<file path="src/rtl/gb_oam_dma_pkg.sv">
// gb_oam_dma_pkg: shared constants, state encoding and source remap for the OAM DMA block
package gb_oam_dma_pkg;
    localparam logic [15:0] DMA_REG_ADR = 16'hFF46;
    localparam int          OAM_BYTES   = 160;
    localparam logic [7:0]  HIGH_PAGE   = 8'hFF;

    typedef enum logic [1:0] {IDLE, START, XFER} dma_state_t;

    // Sources 0xE0-0xFF alias echo RAM onto WRAM 0xC0-0xDF
    function automatic logic [7:0] eff_src(input logic [7:0] s);
        return (s[7:5] == 3'b111) ? {3'b110, s[4:0]} : s;
    endfunction
endpackage

</file>
<file path="src/rtl/gb_oam_dma.sv">
// gb_oam_dma: 0xFF46-triggered 160-byte copy into OAM; owns the bus and blocks CPU
// accesses below 0xFF00 while the copy runs
module gb_oam_dma
    import gb_oam_dma_pkg::*;
#(
    parameter int CYCLES_PER_BYTE = 4
) (
    input  logic        clk,
    input  logic        reset,
    input  logic [15:0] cpu_adr,
    input  logic        cpu_read,
    input  logic        cpu_write,
    input  logic [7:0]  cpu_dout,
    output logic [7:0]  cpu_din,
    output logic [15:0] bus_adr,
    output logic        bus_read,
    output logic        bus_write,
    input  logic [7:0]  bus_din,
    output logic [7:0]  oam_adr,
    output logic [7:0]  oam_dout,
    output logic        oam_write,
    output logic [7:0]  reg_dout,
    output logic        dma_active
);
    localparam int SW = (CYCLES_PER_BYTE > 1) ? $clog2(CYCLES_PER_BYTE) : 1;
    localparam logic [SW-1:0] SLOT_LAST = SW'(CYCLES_PER_BYTE - 1);
    localparam logic [7:0] IDX_LAST = 8'(OAM_BYTES - 1);

    dma_state_t state, state_nx;
    logic [7:0] src, src_nx, idx, idx_nx;
    logic [SW-1:0] slot, slot_nx;
    logic trig, slot_end, xfer, cpu_low;

    always_ff @(posedge clk) begin
        if (reset) begin
            state <= IDLE;
            src   <= 8'hFF;
            idx   <= '0;
            slot  <= '0;
        end else begin
            state <= state_nx;
            src   <= src_nx;
            idx   <= idx_nx;
            slot  <= slot_nx;
        end
    end

    // A trigger write overrides whatever the current state wanted next
    always_comb begin
        trig     = cpu_write && (cpu_adr == DMA_REG_ADR);
        slot_end = (slot == SLOT_LAST);
        state_nx = state;
        src_nx   = src;
        idx_nx   = idx;
        slot_nx  = slot_end ? '0 : slot + 1'b1;
        if (trig) begin
            state_nx = START;
            src_nx   = cpu_dout;
            idx_nx   = '0;
            slot_nx  = '0;
        end else if (state == START) begin
            state_nx = slot_end ? XFER : START;
        end else if (state == XFER) begin
            idx_nx   = (slot_end && idx != IDX_LAST) ? idx + 8'd1 : idx;
            state_nx = (slot_end && idx == IDX_LAST) ? IDLE : XFER;
        end else begin
            slot_nx  = '0;
        end
    end

    always_comb begin
        xfer       = (state == XFER) && !reset;
        cpu_low    = (cpu_adr[15:8] != HIGH_PAGE);
        dma_active = xfer;
        oam_write  = xfer && slot_end;
        oam_adr    = idx;
        oam_dout   = bus_din;
        bus_adr    = xfer ? {eff_src(src), idx} : cpu_adr;
        bus_read   = xfer ? 1'b1 : cpu_read;
        bus_write  = xfer ? 1'b0 : cpu_write;
        cpu_din    = (xfer && cpu_low) ? 8'hFF : bus_din;
        reg_dout   = src;
    end
endmodule

</file>
<file path="config.mk">
export PLATFORM = sky130hd
export DESIGN_NAME = gb_oam_dma
export DESIGN_NICKNAME = d
export VERILOG_FILES = /design/src/rtl/gb_oam_dma_pkg.sv /design/src/rtl/gb_oam_dma.sv
export SDC_FILE = /design/constraint.sdc
export NUM_CORES = 1
export LEC_CHECK = 0
export CELL_PAD_IN_SITES_DETAIL_PLACEMENT = 0
export CELL_PAD_IN_SITES_GLOBAL_PLACEMENT = 2
export CORE_MARGIN = 5
export CORE_UTILIZATION = 19
export CTS_CLUSTER_DIAMETER = 50
export DETAILED_ROUTE_END_ITERATION = 7
export MAX_ROUTING_LAYER = met4
export PLACE_DENSITY = 0.86
export SKIP_CTS_REPAIR_TIMING = 1
export SYNTH_ARGS = -nofsm -noshare
export SYNTH_HDL_FRONTEND = slang
export SYNTH_SLANG_ARGS = --single-unit
</file>
<file path="constraint.sdc">
create_clock -name clk -period 6.8 [get_ports clk]
set_input_delay 2.04 -clock clk [delete_from_list [all_inputs] [get_ports clk]]
set_output_delay 2.04 -clock clk [all_outputs]
set_load 0.05 [all_outputs]
</file>
---- Word level (Yosys, flattened, before mapping) ----
Cells that the tools add are included.
operators by class
  $add $sub $neg .......................... 2
  equality and inequality tests ........... 8
  multiplexer cells ....................... 13
  bitwise logic cells ..................... 1
  reduce and logical (&&, ||, !) cells .... 11
operators by type and width
  kind                                                  count
  equality test 16 bit (second input constant)          1
  2-to-1 mux 16 bit                                     1
  2-to-1 mux 8 bit                                      2
  != test 8 bit (second input constant)                 2
  2-to-1 mux 2 bit                                      7
  adder 8 x 1 -> 8 bit (second input constant)          1
  equality test 8 bit (second input constant)           1
  logical AND 1 bit                                     6
  equality test 2 bit (second input constant)           2
  equality test 3 bit (second input constant)           1
  2-to-1 mux 1 bit                                      3
  AND reduction 3 bit                                   1
  nonzero test 3 bit                                    1
  adder 2 x 1 -> 2 bit (second input constant)          1
  equality test 2 x 1 -> 1 bit (second input constant)  1
  nonzero test 2 bit                                    1
  OR reduction 2 bit                                    1
  zero test 1 bit                                       1
  inverter 1 bit                                        1
storage, ports and cells
  register bits ........................... 20
  output and inout port bits .............. 52
  word-level logic and storage cells ...... 40

---- Depth between registers and ports, before layout ----
Gate-level depths: netlist of the first run.
  depth after elaboration ................. 6
  gate-level depth with buffers ........... 7
  mapped depth without buffers ............ 6

---- Worst setup path after synthesis of the first run ----
Ideal clock, no wire load.
  path type ............................... input to output
  start point ............................. in reset
  end point ............................... out bus_adr[10]
  arrival time ............................ 3.678 ns
  data required time ...................... 4.760 ns
  slack ................................... 1.082 ns
  stages on the path ...................... 7
  path buffers ............................ 2
  cells stage by stage .................... clkbuf_1 -> inv_1 -> nand2_1 -> inv_1 -> clkbuf_1 -> nand2_1 -> nand2_1
between the ends
  longest elaborated chain between the ends .. 3
RTL lines
  item                RTL line          text
  start: declaration  gb_oam_dma.sv:9   input logic reset,
  zero test 1 bit     gb_oam_dma.sv:72  xfer = (state == XFER) && !reset;
  logical AND 1 bit   gb_oam_dma.sv:72
  net dma_active      gb_oam_dma.sv:23  output logic dma_active
  2-to-1 mux 16 bit   gb_oam_dma.sv:78  bus_adr = xfer ? {eff_src(src), idx} : cpu_adr;
  end: declaration    gb_oam_dma.sv:15  output logic [15:0] bus_adr,
The timed path passes the listed nets, and every way through them passes these cells.

---- Worst setup path in the final report of the first run ----
  start point ............................. in reset
  end point ............................... out bus_write
between the ends
  longest elaborated chain between the ends .. 3
RTL lines
  item               RTL line          text
  zero test 1 bit    gb_oam_dma.sv:72
  logical AND 1 bit  gb_oam_dma.sv:72
  2-to-1 mux 1 bit   gb_oam_dma.sv:80  bus_write = xfer ? 1'b0 : cpu_write;
  end: declaration   gb_oam_dma.sv:17  output logic bus_write,
Every way passes these cells.

==> results.sh, run 1 <==
export IMPL_die_h_um=93.7
export IMPL_grt_usage_pct=10.6
export IMPL_synthCells=180
export IMPL_critPathMaxFanout=17
export IMPL_cts_tree="built"
export IMPL_startpoint_type="input pin"
export IMPL_cp_end_kind="primary output"
export IMPL_status="completed"
export IMPL_synthAdderAreaFrac_pct=3.76
export IMPL_antenna_found_initial=0
export IMPL_insertion_delay_ns=0.26
export IMPL_drc_errors=0
export IMPL_finalWirelength_mm=4.58
export IMPL_fill_cells=692
export IMPL_dp_hpwl_mm=3.77
export IMPL_setup_viol=0
export IMPL_hp_start="slot[0]$_SDFF_PP0_"
export IMPL_grt_pass1_wl_mm=7.18
export IMPL_r2r_start="oam_adr[0]$_SDFFE_PP0P_"
export IMPL_slew_headroom_pct=38.5
export IMPL_tightest_slew_ns=0.917
export IMPL_via_count=1434
export IMPL_ant_nets=0
export IMPL_synth_top_area_share_pct=30.0
export IMPL_stdcell_count=356
export IMPL_critPathCapture="bus_write"
export IMPL_dp_cells=352
export IMPL_period_needed_ns=5.71
export IMPL_numCtsBuffers=3
export IMPL_worstPathArrival_ns=3.67
export IMPL_synthSimpleGateAreaFrac_pct=39.5
export IMPL_synth_xor_xnor_area_share_pct=4.60
export IMPL_final_nets=301
export IMPL_rr_endpoint="oam_adr[4]$_SDFFE_PP0P_"
export IMPL_clock_path_buffers=2
export IMPL_yosys_warnings=0
export IMPL_reg2reg_setup_slack_ns=5.02
export IMPL_ys_ff_latch=20
export IMPL_syn_area_mm2=0.00133
export IMPL_synth_largest_area_cell="dfxtp_1"
export IMPL_synth_top_family_by_area="simple AND/OR/NAND/NOR gates"
export IMPL_rows=30
export IMPL_finalWeightedCongestion=0.763
export IMPL_period_share_pct=84.0
export IMPL_drive_gt1_share_pct=20.0
export IMPL_ys_seq_area_share_pct=30.0
export IMPL_synth_compound_area_share_pct=6.29
export IMPL_drt_initial_drc_count=23
export IMPL_die_x_um=93.7
export IMPL_vias_per_cell=4.03
export IMPL_syn_num_nets=220
export IMPL_clock_root_buffer="clkbuf_8"
export IMPL_grt_max_degree=18
export IMPL_initial_utilization_pct=19.6
export IMPL_synth_area_leaders="dfxtp_1 30%, nand2_1 15%, mux2i_1 6.8%"
export IMPL_muxShareOfSynthArea_pct=6.76
export IMPL_route_detailed_wl_per_inst_um=12.9
export IMPL_diodes=0
export IMPL_die_area_mm2=0.00879
export IMPL_fin_tns_setup_ns=0
export IMPL_io_buffers=87
export IMPL_grt_overflow=0
export IMPL_synth_area_per_cell_um2=7.40
export IMPL_io_pins=88
export IMPL_path_clk_slew_ns=0.07
export IMPL_htreeDepth=1
export IMPL_areaGrowthSynthToFinish_pct=94.5
export IMPL_startpoint="reset"
export IMPL_drv_cap=0
export IMPL_rr_worst_depth=5
export IMPL_skew_ns=0.00788
export IMPL_hold_class="flop to flop"
export IMPL_yosysUniqueCellTypes=34
export IMPL_slew_violations=0
export IMPL_grt_pass1_vias=1438
export IMPL_power_density_mw_per_mm2=156
export IMPL_coreArea_mm2=0.00679
export IMPL_hold_viol=0
export IMPL_dr_pass1_iters=2
export IMPL_p_leak_nw=1.04
export IMPL_clock_sink_count=20
export IMPL_irDropWorstVdd_uv=90.9
export IMPL_crit_type="input pin to primary output"
export IMPL_grt_setup_unrepaired="no"
export IMPL_cp_required_ns=4.76
export IMPL_fmax_ghz=0.175
[final cells by class]
cell class | instances | area [µm²] | area share [%]
clock buffers | 3 | 41.3 | 1.59
repair buffers | 91 | 1170 | 45.1
clock inverters | 1 | 30.0 | 1.16
multi-input cells | 140 | 812 | 31.3
inverters | 5 | 18.8 | 0.724
well taps | 96 | 120 | 4.64
flip-flops and latches | 20 | 400 | 15.5
[cells in the final DEF (no fill, tap or decap), types with 3 or more instances in the layout]
cell type / count
inv_1: 5
clkbuf_8: 3
nor2_1: 17
nand2_1: 53
clkdlybuf4s50_1: 59
nand2b_1: 8
nand3_1: 5
dfxtp_1: 20
buf_12: 27
ha_1: 4
mux2i_1: 9
nor2b_1: 3
nor2_2: 9
buf_4: 5
xnor2_1: 7
[layer usage]
layer	global-route usage, %	wire [µm]
met1	12.6	1970
met2	17.9	2250
met3	3.21	331
met4	1.81	25
met5	-	0
[critical path, cell delays in order]
cell,delay [ns]
clkdlybuf4s50_1,0.46
buf_4,0.21
inv_1,0.12
nand2_1,0.10
inv_1,0.12
buf_4,0.23
nor2b_1,0.22
buf_12,0.17
[kinds of logic (layout without fill, tap and decap cells)]
kind of cell | count (synthesis) | in the layout
flip-flops | 20 | 20
XOR/XNOR | 7 | 7
buffers and inverters | 20 | 100
adder cells (fa/ha/maj) | 4 | 4
AO/OA/AOI/OAI | 10 | 10
AND/OR/NAND/NOR | 110 | 110
multiplexers | 9 | 9
[sequential cells by signal (all words and copies together) (netlist names)]
name and count:
reg_dout 8, oam_adr 8, slot 2, state 2
[stage by stage]
step	total power (W)	hold slack [ns]	util, %	setup WS (ns)	area [µm²]
after floorplan	0.000200	0.405	-	1.08	1330
after global placement	0.000286	0.419	37.1	1.13	2520
after detailed placement	0.000287	0.426	37.1	1.07	2520
after CTS	0.000409	0.437	38.1	1.07	2590
after global routing	0.000418	0.463	38.1	0.911	2590
final	0.000403	0.433	38.1	1.09	2590
[power by group]
group | switching (W) | total (W) | internal [W]
registers | 0.000000617 | 0.000118 | 0.000118
logic | 0.0000875 | 0.000164 | 0.0000761
clock network | 0.0000425 | 0.000121 | 0.0000786
[cells in the mapped netlist (all sizes together)]
| master | number |
|---|---|
| xnor2 | 7 |
| a21oi | 2 |
| clkbuf | 5 |
| a211oi | 2 |
| nand4 | 2 |
| inv | 5 |
| a2111oi | 1 |
| and2 | 1 |
| o21ai | 1 |
| dfxtp | 20 |
| nor2b | 3 |
| nor3 | 3 |
| nand2b | 8 |
| nor3b | 1 |
| nand3 | 5 |
| nor2 | 26 |
| or4 | 2 |
| o31ai | 1 |
| and4bb | 1 |
| buf | 10 |
| nor4 | 2 |
| ha | 4 |
| mux2i | 9 |
| nand2 | 54 |
| and3 | 1 |
| o21a | 1 |
| a21o | 1 |
| a311oi | 1 |
| or2 | 1 |
[worst min path at each step]
stage | to | cells past startpoint
4_1_cts | slot[0]$_SDFF_PP0_ | 1
6_report | slot[0]$_SDFF_PP0_ | 1
2_1_floorplan | slot[0]$_SDFF_PP0_ | 1
3_5_place_dp | slot[0]$_SDFF_PP0_ | 1
5_1_grt | slot[0]$_SDFF_PP0_ | 1
3_3_place_gp | slot[0]$_SDFF_PP0_ | 1
Note: power is estimated with default switching activity, not from simulation.
==> run 2, diff against run 1 <==
Settings changed: CORE_UTILIZATION 19 to 18, PLACE_DENSITY 0.86 to 0.82.
Clock period 6.8 ns to 5.7 ns, I/O delays scaled along.
==> run 2 against run 1 <==
Cell area is 0.48% lower. Sequential power is 19% higher. Register-to-register slack worse by 1.1 ns. Sequential share of layout area is 0.075 points higher. Critical endpoint is now cpu_din[4]. Largest power group unchanged. Highest routed layer unchanged.
==> results.sh, run 2 (synthesis results as in run 1) <==
export IMPL_status="completed"
export IMPL_clock_root_buffer="clkbuf_8"
export IMPL_finalWirelength_mm=4.41
export IMPL_power_density_mw_per_mm2=173
export IMPL_grt_overflow=0
export IMPL_rows=31
export IMPL_dp_hpwl_mm=3.72
export IMPL_critPathMaxFanout=17
export IMPL_finalWeightedCongestion=0.751
export IMPL_pwr_share_clk_pct=24.8
export IMPL_drive_gt1_share_pct=20.0
export IMPL_path_delay_family="buffers and inverters"
export IMPL_fill_cells=776
export IMPL_tightest_slew_ns=0.910
export IMPL_areaGrowthSynthToFinish_pct=93.5
export IMPL_insertion_delay_ns=0.26
export IMPL_pwr_share_comb_pct=43.5
export IMPL_initial_utilization_pct=18.5
export IMPL_slew_headroom_pct=39.0
export IMPL_hold_slack_ns=0.432
export IMPL_antenna_found_initial=0
export IMPL_worstPathCellList="clkdlybuf4s50_1, inv_1, nand2_1, inv_1, o21ai_0, buf_4, nand2b_1, buf_12"
export IMPL_mostFrequentLayoutCells="59 x clkdlybuf4s50_1, 53 x nand2_1, 27 x buf_12, 20 x dfxtp_1, 17 x nor2_1"
export IMPL_numCtsBuffers=3
export IMPL_grt_pass1_vias=1455
export IMPL_clock_path_buffers=2
export IMPL_die_h_um=96.0
export IMPL_drv_cap=0
export IMPL_dp_slack_ns=0.447
export IMPL_final_nets=301
export IMPL_final_common_cell="clkdlybuf4s50_1"
export IMPL_worstPathArrival_ns=3.45
export IMPL_drc_errors=0
export IMPL_grt_max_degree=18
export IMPL_crit_top_cell="inv_1"
export IMPL_slew_violations=0
export IMPL_p_sw_w=0.000154
export IMPL_hold_viol=0
export IMPL_fin_tns_setup_ns=0
export IMPL_period_needed_ns=5.16
export IMPL_cts_tree="built"
export IMPL_hold_class="flop to flop"
export IMPL_crit_buf_inv=5
export IMPL_cp_depth=8
export IMPL_grt_setup_unrepaired="no"
export IMPL_htreeDepth=1
export IMPL_coreArea_mm2=0.00721
export IMPL_cpPeakStageDelay_ns=0.43
export IMPL_p_int_w=0.000293
export IMPL_period_share_pct=90.5
export IMPL_skew_ns=0.00274
export IMPL_cp_end_kind="primary output"
export IMPL_whs_path_depth=1
export IMPL_fmax_ghz=0.194
export IMPL_grt_pass1_wl_mm=6.98
export IMPL_p_leak_nw=1.04
export IMPL_io_buffers=87
export IMPL_drt_initial_drc_count=23
export IMPL_diodes=0
export IMPL_irDropWorstVdd_uv=97.6
export IMPL_die_x_um=96.0
export IMPL_grt_usage_pct=9.79
export IMPL_clock_sink_count=20
export IMPL_critPathSlowestCell="clkdlybuf4s50_1"
export IMPL_rr_worst_depth=5
export IMPL_setup_viol=0
export IMPL_setup_ws_ns=0.542
export IMPL_startpoint_type="input pin"
export IMPL_io_pins=88
export IMPL_path_clk_slew_ns=0.08
export IMPL_crit_type="input pin to primary output"
export IMPL_sequentialPowerShare_pct=31.6
export IMPL_vias_per_cell=3.99
export IMPL_cp_required_ns=3.99
export IMPL_ant_nets=0
export IMPL_dr_pass1_iters=3
export IMPL_swShare_pct=34.4
export IMPL_die_area_mm2=0.00922
export IMPL_via_count=1431
export IMPL_route_detailed_wl_per_inst_um=12.3
[run 2: changes by cell type in the layout (fill, tap and decap cells not counted), sizes merged]
cell / before / now
bufinv: 1 / 0
clkbuf: 3 / 4
[run 2: power by group through the flow]
stage          logic (W)  registers, W  clock network [W]
2_1_floorplan  0.0000947      0.000144                  0
3_3_place_gp    0.000196      0.000145                  0
3_5_place_dp    0.000197      0.000145                  0
4_1_cts         0.000197      0.000141           0.000117
5_1_grt         0.000204      0.000142           0.000123
6_report        0.000194      0.000141           0.000111
[run 2: metrics by stage]
stage | cell area (µm²) | util (%) | power [W] | instances
after global placement | 2520 | 35.0 | 0.000341 | 355
after global routing | 2580 | 35.7 | 0.000469 | 359
final | 2580 | 35.7 | 0.000447 | 359
after detailed placement | 2520 | 35.0 | 0.000341 | 355
after floorplan | 1330 | - | 0.000239 | 180
after CTS | 2580 | 35.7 | 0.000455 | 359
[run 2: metal layers]
| metal | routed length [µm] | GRT usage [%] | vias up |
|---|---|---|---|
| met3 | 363 | 2.42 | 4 |
| met1 | 1730 | 11.3 | 637 |
| li1 | - | - | 740 |
| met2 | 2260 | 16.7 | 50 |
| met5 | 0 | - | - |
| met4 | 51 | 2.84 | 0 |
[run 2: path summary, 6_finish.rpt]
path	from	endpoint	slack, ns
worst max-delay path	reset	cpu_din[4]	0.54
worst min-delay path	slot[0]$_SDFF_PP0_	slot[0]$_SDFF_PP0_	0.43
worst max register to register	oam_adr[0]$_SDFFE_PP0P_	oam_adr[4]$_SDFFE_PP0P_	3.92
worst min register to register	slot[0]$_SDFF_PP0_	slot[0]$_SDFF_PP0_	0.43
[run 2: cell type report]
cell class                      instances  area [µm²]  share of cell area [%]
Tap cell                               99         124                    4.80
Inverter                                5        18.8                   0.728
Clock buffer                            4        55.1                    2.13
Timing Repair Buffer                   91        1170                    45.3
Multi-Input combinational cell        140         812                    31.5
Sequential cell                        20         400                    15.5
==> patch 1, RTL diff (config.mk and constraints of run 2) <==
Change the parameter `CYCLES_PER_BYTE` from 4 to 8.
--- a/src/rtl/gb_oam_dma.sv
+++ b/src/rtl/gb_oam_dma.sv
@@ -5,3 +5,3 @@
 #(
-    parameter int CYCLES_PER_BYTE = 4
+    parameter int CYCLES_PER_BYTE = 8
 ) (
Function: changed (Yosys sat finds a counterexample within 10 cycles, from zero or initial values and one cycle with reset high).
==> patch 1 against run 2 <==
Sequential share of layout area is 2.2 points higher; sequential power is 11% higher; design area is 8.1% lower; fmax is 1.4% higher; utilization is 5.2 points lower; sequential cell count is 1 higher; setup slack better by 72 ps; routed wire length is 19% higher; synthesized area is 7.8% higher; critical path type unchanged; power is 42% higher.
==> patch 1: results (changes against run 2) <==
- DR iter-0 viols: 40 (+74%)
- Hold wc startpoint: slot[0]$_SDFF_PP0_
- All-Layer GR Usage: 0.1073 (+0.009338)
- Reg2reg path depth: 6 (+1)
- Hold depth: 1 (unchanged)
- Leftover overflow at the end of global routing: 0 (unchanged)
- Number of iterations in the first detailed-routing pass: 4 (+1)
- Origin of the critical flop-to-flop path: slot[0]$_SDFF_PP0_
- Clock-pin slew reported for the worst setup and hold paths after clock tree synthesis: 80 ps (about the same)
- Clock tree root buffer cell: clkbuf_8
- Worst-path maximum fanout: 10 (-7)
- Synth area leaders: dfxtp_1, nand2_1, nor3b_1, buf_4, ha_1
- Commonest cells post-synth: nand2_1, dfxtp_1, nor2_1
- Highest ir drop seen on vdd: 0.1282 mV (+31%)
- TritonCTS buffer count: 3 (unchanged)
- Antenna violations before repair: 0 (unchanged)
- Leading register cell type out of synthesis: dfxtp_1
- Half-perimeter wire length after detailed placement: 4.210 mm (+13%)
- Clock insertion delay at the later pin of the skew report: 260 ps (about the same)
- Clock Skews: 1.254 ps (-1.485 ps)
- Total wire length after detailed routing: 5.231 mm (+19%)
- Maximum number of pins on one net before global-route repair: 20 (+2)
- Result of the run: finished clean
- Overall via count from detail_route: 1,580 (+10%)
- Post-synthesis net count: 237 (+7.7%)
- Post-Place Setup Slack: 590.9 ps (+144.3 ps)
- RePlAce Congestion: 0.7151 (-4.8%)
- Htree depth: 1 (unchanged)
- Static power due to leakage: 0.9733 nW (-6.1%)
- Warnings, synthesis: 0 (unchanged)
- Filler-free cell count of the finished design: 375 (+4.5%)
- Global-route wire length before repair: 8.197 mm (+17%)
- R2r endpoint: oam_adr[7]$_SDFFE_PP0P_
- Number of antenna diodes: 0 (unchanged)
- Mean instance size in the synthesized netlist: 7.328 µm² (-1.0%)
- Class of the tightest hold or removal check: reg -> reg
- Post-synthesis sequential area ratio: 0.2927 (-0.007787)
- NumNets Final: 315 (+4.7%)
- Rel. slew slack: 0.5991 (+0.2091)
- Number of library cell types mapped by synthesis: 38 (+12%)
- Number of placed instances, taps included: 371 (+4.5%)
- Hold Path Sink: slot[0]$_SDFF_PP0_
- Layout cells sized above 1: 0.1575 (-0.04249)
- R2R Setup Slk: 3960 ps (+40 ps)
-- patch 1: cells by family (layout without fill, tap and decap cells) --
family,count (synthesis),after routing,share of synthesized area
adder cells (fa/ha/maj),5,5,0.04355
XOR/XNOR,7,7,0.04268
AO/OA/AOI/OAI,28,28,0.1307
multiplexers,1,1,0.006969
flip-flops,21,21,0.2927
AND/OR/NAND/NOR,112,112,0.3964
buffers and inverters,22,99,0.08710
-- patch 1: critical path, stage by stage --
cell,delay [ps]
clkdlybuf4s50_1,500
nand2b_1,130
clkinv_1,260
o21ai_1,430
nand2b_1,120
buf_4,210
-- patch 1: layer usage --
layer  global-route usage  vias up  part of all wire  wire length, µm
met1               0.1313      722              0.44             2320
met3              0.01964        2             0.047              245
met4              0.02206        0            0.0082               43
li1                     -      806                 -                -
met5                    -        -                 0                0
met2               0.1844       50              0.50             2621
-- patch 1: how the worst max path moves through the flow --
stage           from          to  slack, ps  depth (start not counted)
6_report       reset  cpu_din[7]        610                          6
5_1_grt        reset  cpu_din[5]        410                          6
4_1_cts        reset  cpu_din[7]        590                          6
3_5_place_dp   reset  cpu_din[7]        590                          6
3_3_place_gp   reset  cpu_din[6]        640                          6
2_1_floorplan  reset   oam_write       1110                          4
-- patch 1: final cells by class --
type                            count  area [µm²]
Fill cell                         878        5396
Tap cell                          102       127.6
Multi-Input combinational cell    153       890.9
Inverter                            4       15.01
Sequential cell                    21       420.4
Clock buffer                        3       41.29
Clock inverter                      1       7.507
Timing Repair Buffer               91       868.3
-- patch 1: stage by stage --
step	hold slack, ps	util	area (µm²)
2_1_floorplan	406.1	-	1436
3_3_place_gp	420.5	0.2990	2322
3_5_place_dp	438.8	0.2990	2322
4_1_cts	451.2	0.3053	2371
5_1_grt	466.4	0.3053	2371
6_report	446.1	0.3053	2371
-- patch 1: where the power goes --
group	switching (W)	internal (W)
clock network	0.0000539	0.0000494
registers	0.00000406	0.000153
logic	0.000253	0.000119
==> patch 2, RTL diff (config.mk and constraints of run 2) <==
Made on the original files. Put a register stage on the output `reg_dout`, cleared by the reset. The value now appears one clock later. The other outputs are not delayed to match.
--- a/src/rtl/gb_oam_dma.sv
+++ b/src/rtl/gb_oam_dma.sv
@@ -27,2 +27,4 @@
     localparam logic [7:0] IDX_LAST = 8'(OAM_BYTES - 1);
+
+    logic [7:0] reg_dout_d;
 
@@ -81,4 +83,12 @@
         cpu_din    = (xfer && cpu_low) ? 8'hFF : bus_din;
-        reg_dout   = src;
+        reg_dout_d = src;
     end
+    always_ff @(posedge clk) begin
+        if (reset) begin
+            reg_dout <= '0;
+        end else begin
+            reg_dout <= reg_dout_d;
+        end
+    end
+
 endmodule
Behaviour: not the same (a bounded check fails within 4 cycles, from zero or initial values and one cycle with reset high).
==> patch 2 against run 2 <==
Sequential cell count grew 8; setup slack gained 310 ps; synthesized area grew 17%; design area shrank 1.9%; routed wire length grew 19%; synthesized cell count grew 16%; critical path type unchanged; critical endpoint unchanged.
Power is not compared: it rests on default switching activity, and its combinational part moved more than twofold at a synthesized area within 25%.
==> patch 2: results (changes against run 2) <==
- Layout cells sized above 1: 0.1434 (-0.05664)
- WL/cell: 13.31 µm (+8.4%)
- Reg2reg path depth: 6 (+1)
- Smallest hold slack: 434.5 ps (+2.984 ps)
- Met2 usage: 0.1653 (-0.002069)
- Maximum number of pins on one net before global-route repair: 20 (+2)
- Post-Place Setup Slack: 834.5 ps (+387.9 ps)
- Overall via count from detail_route: 1,609 (+12%)
- Global-route wire length before repair: 7.914 mm (+13%)
- Multiplexer share of the synthesized area: 0.006415 (-0.06119)
- Global Route met3 Usage: 0.01556 (-0.008676)
- Routed length on met3: 368 µm (+1.4%)
- Pin slew with the least headroom to its limit: 814.3 ps (-95.78 ps)
- Min Clock Period, post-route: 4844 ps (-313.2 ps)
- Half-perimeter wire length after detailed placement: 4.148 mm (+11%)
- DR iter-0 viols: 105 (+360%)
- Via/cell ratio: 4.084 (+2.5%)
- Result of the run: finished clean
- Number of iterations in the first detailed-routing pass: 4 (+1)
- NumNets Final: 327 (+8.6%)
- Commonest cells post-synth: nand2_1, dfxtp_1, nor2_1
- Clock Skews: 0.6558 ps (-2.084 ps)
- Worst Path Arrival: 3130 ps (-320 ps)
- Met1 capacity usage during global routing: 0.1224 (+0.009257)
- Share of synthesized cell area in full adder, half adder and majority cells: 0.03208 (-0.005482)
- Number of library cell types mapped by synthesis: 35 (+2.9%)
- All-Layer GR Usage: 0.09714 (-0.0007833)
- Synth area leaders: dfxtp_1, nand2_1, nor3b_1, nand2b_1, nor2b_1
- Cell area after placement: 2457 µm² (-2.6%)
- Number of placed instances, taps included: 390 (+9.9%)
- Origin of the critical flop-to-flop path: state[0]$_SDFFE_PP0P_
- Post-synthesis net count: 249 (+13%)
- RePlAce Congestion: 0.7588 (+1.0%)
- R2r endpoint: oam_adr[7]$_SDFFE_PP0P_
## patch 2: cell types whose count changed in the layout (fill, tap and decap cells not counted), sizes merged, moves of 6 or more
cell   change
a21oi      +8
nor2      -14
mux2i      -8
nand2      +6
nor3b      +9
o21ai     +10
nor2b      +7
dfxtp      +8
## patch 2: where the power goes
group,switching [W],internal [W],total [W]
logic,0.000264,0.000127,0.000391
registers,0.00000445,0.000205,0.000209
clock network,0.0000642,0.0000940,0.000158
## patch 2: area by class of cell
class | count | area [µm²]
fillers | 957 | 6065
inverters | 4 | 15.01
multi-input cells | 159 | 878.3
clock buffers | 3 | 41.29
clock inverters | 1 | 30.03
well taps | 108 | 135.1
flip-flops and latches | 28 | 560.5
repair buffers | 91 | 868.3
## patch 2: critical path, cell delays in order
cell and delay [ps]:
clkdlybuf4s50_1 420, nand2b_1 160, clkinv_1 60, buf_4 220
o21ai_0 120, buf_4 170, nand2b_1 80, buf_4 190
